--- config.mk ---
export PLATFORM = sky130hd
export DESIGN_NAME = uart_rx_fifo
export DESIGN_NICKNAME = d
export VERILOG_FILES = /design/src/rtl/uart_rx_fifo.sv
export SDC_FILE = /design/constraint.sdc
export NUM_CORES = 1
export LEC_CHECK = 0
export ABC_AREA = 0
export ABC_CLOCK_PERIOD_IN_PS = 2900
export BUFFER_PORTS_ARGS = -buffer_cell sky130_fd_sc_hd__buf_2
export CORE_MARGIN = 3
export CORE_UTILIZATION = 60
export CTS_BUF_LIST = sky130_fd_sc_hd__clkbuf_16
export CTS_CLUSTER_SIZE = 14
export DETAILED_ROUTE_END_ITERATION = 16
export PLACE_DENSITY = 0.78
export SLEW_MARGIN = 0
export SYNTH_ARGS = -nofsm -noshare
export SYNTH_HDL_FRONTEND = slang
export SYNTH_SLANG_ARGS = --single-unit
--- constraint.sdc ---
create_clock -name clk -period 2.9 [get_ports clk]
set_clock_uncertainty 0.1 [all_clocks]
set_input_delay 0.29 -clock clk [delete_from_list [all_inputs] [get_ports clk]]
set_output_delay 0.29 -clock clk [all_outputs]
set_load 0.02 [all_outputs]
--- src/rtl/uart_rx_fifo.sv ---
// Receive-side byte FIFO that sits behind the UART receiver and holds bytes until the host pops them.
// Define RX_FIFO_LEVEL_EN to add the `level` occupancy output.
module uart_rx_fifo #(
    parameter int DEPTH_LOG2 = 4,
    parameter int DATA_W     = 8
) (
    input  logic              clk,
    input  logic              rst,
    input  logic [DATA_W-1:0] rx_data,
    input  logic              rx_valid,
    input  logic              rd_en,
    output logic [DATA_W-1:0] rd_data,
    output logic              rd_valid,
    output logic              empty,
    output logic              full,
    output logic              overrun,
    input  logic              clr_overrun
`ifdef RX_FIFO_LEVEL_EN
    ,
    output logic [DEPTH_LOG2:0] level
`endif
);

    localparam int DEPTH = 1 << DEPTH_LOG2;
    localparam logic [DEPTH_LOG2:0]   CNT_FULL = {1'b1, {DEPTH_LOG2{1'b0}}};
    localparam logic [DEPTH_LOG2:0]   CNT_ONE  = {{DEPTH_LOG2{1'b0}}, 1'b1};
    localparam logic [DEPTH_LOG2-1:0] PTR_ONE  = {{(DEPTH_LOG2-1){1'b0}}, 1'b1};

    // Handshake: rx_valid is a one-cycle strobe with no back-pressure, so a byte
    // that meets a full FIFO is lost (overrun). rd_en is a pop request taken only
    // when not empty; the popped byte appears with rd_valid on the following cycle.

    logic [DATA_W-1:0]     mem_q [DEPTH];
    logic [DEPTH_LOG2-1:0] wr_ptr_q, wr_ptr_d;
    logic [DEPTH_LOG2-1:0] rd_ptr_q, rd_ptr_d;
    logic [DEPTH_LOG2:0]   count_q, count_d;
    logic                  empty_q, empty_d;
    logic                  full_q, full_d;
    logic                  overrun_q, overrun_d;
    logic [DATA_W-1:0]     rd_data_q, rd_data_d;
    logic                  rd_valid_q, rd_valid_d;
    logic                  push, pop, drop;

    always_comb begin
        pop        = rd_en & ~empty_q;
        push       = rx_valid & (~full_q | pop);
        drop       = rx_valid & full_q & ~pop;
        wr_ptr_d   = wr_ptr_q;
        rd_ptr_d   = rd_ptr_q;
        count_d    = count_q;
        rd_data_d  = rd_data_q;
        rd_valid_d = pop;

        if (push) begin
            wr_ptr_d = wr_ptr_q + PTR_ONE;
        end
        if (pop) begin
            rd_ptr_d  = rd_ptr_q + PTR_ONE;
            rd_data_d = mem_q[rd_ptr_q];
        end

        case ({push, pop})
            2'b10:   count_d = count_q + CNT_ONE;
            2'b01:   count_d = count_q - CNT_ONE;
            default: count_d = count_q;
        endcase

        // Flags come from the next count so they line up with the new occupancy.
        empty_d   = (count_d == '0);
        full_d    = (count_d == CNT_FULL);
        overrun_d = drop | (overrun_q & ~clr_overrun);
    end

    always_ff @(posedge clk) begin
        if (rst) begin
            wr_ptr_q   <= '0;
            rd_ptr_q   <= '0;
            count_q    <= '0;
            empty_q    <= 1'b1;
            full_q     <= 1'b0;
            overrun_q  <= 1'b0;
            rd_data_q  <= '0;
            rd_valid_q <= 1'b0;
        end else begin
            wr_ptr_q   <= wr_ptr_d;
            rd_ptr_q   <= rd_ptr_d;
            count_q    <= count_d;
            empty_q    <= empty_d;
            full_q     <= full_d;
            overrun_q  <= overrun_d;
            rd_data_q  <= rd_data_d;
            rd_valid_q <= rd_valid_d;
        end
    end

    // Storage is deliberately left uninitialised; the pointers define what is valid.
    always_ff @(posedge clk) begin
        if (!rst && push) begin
            mem_q[wr_ptr_q] <= rx_data;
        end
    end

    assign rd_data  = rd_data_q;
    assign rd_valid = rd_valid_q;
    assign empty    = empty_q;
    assign full     = full_q;
    assign overrun  = overrun_q;
`ifdef RX_FIFO_LEVEL_EN
    assign level    = count_q;
`endif

endmodule
==> impl_metrics.toml <==
[run_status]
status = "finished, final reports clean"

[synthesis]
synth_cells = 350
synth_area_per_cell_um2 = 17.43
syn-cell-area_mm2 = 0.006100
synth_area_leaders = "edfxtp_1 63%, mux4_2 8.5%, dfxtp_1 8.2%"
ys_types = 37
async_flop_share_pct = 0
synth-simple-area-share_pct = 5.272
yosysSeqAreaShare_pct = 71.22
synthAdderAreaFrac_pct = 1.641
yosys_warnings = 0
synth_compound_area_share_pct = 5.087
synth_top_cell_by_area = "edfxtp_1"
synth_ff_type = "edfxtp_1"
synth_xor_area_share_pct = 1.436
synth_mux_area_share_pct = 12.70
synth-edff-count = 128
synth.ff_latch_count = 153
netlist.area_leader.share_pct = 63.02
synth_fp_nets = 371
synth_top_family_by_area = "multiplexers"

[global_route]
antenna_found_initial = 0
grt_max_degree = 36
grt_pass1_wl_um = 19190
grt_use_total_pct = 23.62
grt_overflow = 0
grt_pass1_vias = 3384

[layout]
nFillCells = 601
layout-drive-gt1-share_pct = 25.06
area_delta_synth_final_pct = 16.14
layout_commonest_cell = "edfxtp_1"
num_antenna_cells = 0
layout_common_cells = "128 x edfxtp_1, 37 x nor2_1, 24 x dfxtp_1, 24 x buf_2, 23 x mux4_2"
post-route-util_pct = 72.15
finalInstanceArea_mm2 = 0.007084
final_nets = 419

[placement]
placed_area_mm2 = 0.006434
place_congestion = 0.7956
dp_hpwl_um = 7267
portBuffers = 24

[floorplan]
rows = 36
chipWidth_um = 106.8
core-area_mm2 = 0.009819
die_h_um = 106.8
initial_core_util_pct = 62.12
num_io_pins = 25
die-area_mm2 = 0.01141

[pwr]
internal-power_mw = 4.222
power_density_mw_per_mm2 = 764.7
power.switching_mw = 1.195
vdd_drop_max_v = 0.0006600
power_mw = 5.417
power.leakage_nw = 2.428
power_frac_comb_pct = 10.2
p_seq_share_pct = 45.7
switching_share_pct = 22.06
power.share.clock_pct = 44.1

[critical_path]
slowest_delay_ns = 0.31
cp_slowest_cell = "dfxtp_1"
crit_path_max_fanout = 10
worstPathCellList = "nand2b_1 -> buf_4 -> inv_1 -> ha_2 -> xor2_1 -> ha_1 -> nor2_1 -> o21a_1 -> o211ai_1 -> xor2_1 -> a31o_2"
worst_ep_arrival_time_ns = 2.89
crit_type = "register to register"
end_kind = "register"
critPathLaunchType = "register"
cp_data_required_time_ns = 3.16
cpMostUsedCell = "xor2_1"

[clock_network]
hold_buffers = 0
clk_pin_slew_ns = 0.06
clock_path_buffers = 2
cts_tree = "yes"
cts_resized = 0
insertion_delay_ns = 0.42
cts-htree-levels = 4
clock_sinks = 153
clock-root-buffer = "clkbuf_16"
cts_setup_buffers = 0
numCtsBuffers = 17

[routing]
wl_per_cell_um = 22.56
drtAntennaViolNets = 0
via_count = 3321
drtPass1Iterations = 5
drc = 0
viasPerCell = 6.105
drt-initial-drc-count = 312
wl_um = 12270

[run]
drv_cap = 0

[hold_path]
hold_path_class = "input port to register"

[sta]
finalSetupTns_ns = 0
post-route-period-util_pct = 90.72
slew_viol_final = 0
hold_violations = 0
period_needed_ns = 2.631
max-slew-margin-rel_pct = 42.71
max_freq_ghz = 0.3801
tightest_slew_ns = 0.8575
holdWs_ns = 0.06710
setup_viol = 0
rsz0062_at_grt = "false"
final timing paths:
| kind | depth (start not counted) | from | slack, ns | end |
|---|---|---|---|---|
| min | 3 | rx_valid | 0.07 | overrun |
| min reg2reg | 2 | rd_data[3] | 0.39 | rd_data[3] |
| max reg2reg | 11 | empty | 0.27 | empty |
| max | 11 | empty | 0.27 | empty |
synthesized netlist by cell type, drive strengths merged, types with 2 or more instances:
library cell  instances
buf                  11
a31oi                 2
nand4                 2
a21oi                20
xor2                  6
mux4                 32
nand2b                4
nor3                  5
clkbuf                5
nor2                 37
edfxtp              128
and2                  2
a22oi                16
nor2b                 6
a21o                  2
dfxtp                25
ha                    8
nand2                13
xnor2                 4
o21ai                 3
mux2i                 2
inv                   6
through the flow:
step,cells,setup slack (ns)
after floorplan,350,0.2137
after global placement,512,0.3765
after detailed placement,512,0.2650
after CTS,544,0.2008
after global routing,544,0.03755
final,544,0.2692
registers in the layout, summed over array words and instances (netlist names):
| signal | cells |
|---|---|
| mem_q | 128 |
| rd_data | 8 |
| count_q | 5 |
| rd_ptr_q | 4 |
| wr_ptr_q | 4 |
| empty | 1 |
| full | 1 |
| overrun | 1 |
| rd_valid | 1 |
worst max-delay path, delay by kind of cell (launching register included):
family | cells | cell delay [ns]
and+or+nand+nor | 2 | 0.24
buffers and inverters | 2 | 0.35
AOI/OAI and AO/OA | 3 | 0.62
adders and majority gates | 2 | 0.51
xor gates and xnor gates | 2 | 0.45
DFF | 1 | 0.31
cell families (layout without fill, tap and decap cells):
logic type	count (synthesis)	count (layout)
compound gates	49	49
fa+ha+maj	8	8
flops	153	153
xor+xnor	10	10
simple gates	72	72
mux	34	34
buf+inv	24	85
power by group through the flow:
| stage | clock network (mW) | logic (mW) | registers, mW |
|---|---|---|---|
| after global routing | 2.50 | 0.610 | 2.48 |
| after CTS | 2.42 | 0.559 | 2.48 |
| after floorplan | 0 | 0.395 | 2.54 |
| after global placement | 0 | 0.536 | 2.52 |
| after detailed placement | 0 | 0.549 | 2.52 |
| final | 2.39 | 0.554 | 2.48 |
routing by layer:
layer	share of wire, %	GRT usage, %	wire [µm]
met4	1.7	10.14	213
met2	51	37.59	6269
met3	7.9	6.863	973
met1	39	30.77	4814
met5	0	0	0
layout make-up:
type | count | area (µm²) | area share (%)
flip-flops and latches | 153 | 4345 | 61.34
repair buffers | 47 | 305.3 | 4.309
multi-input cells | 173 | 1597 | 22.54
well taps | 133 | 166.4 | 2.349
clock inverters | 15 | 222.7 | 3.144
clock buffers | 17 | 425.4 | 6.005
inverters | 6 | 22.52 | 0.3179
No activity file was read; power rests on OpenSTA's default activity.
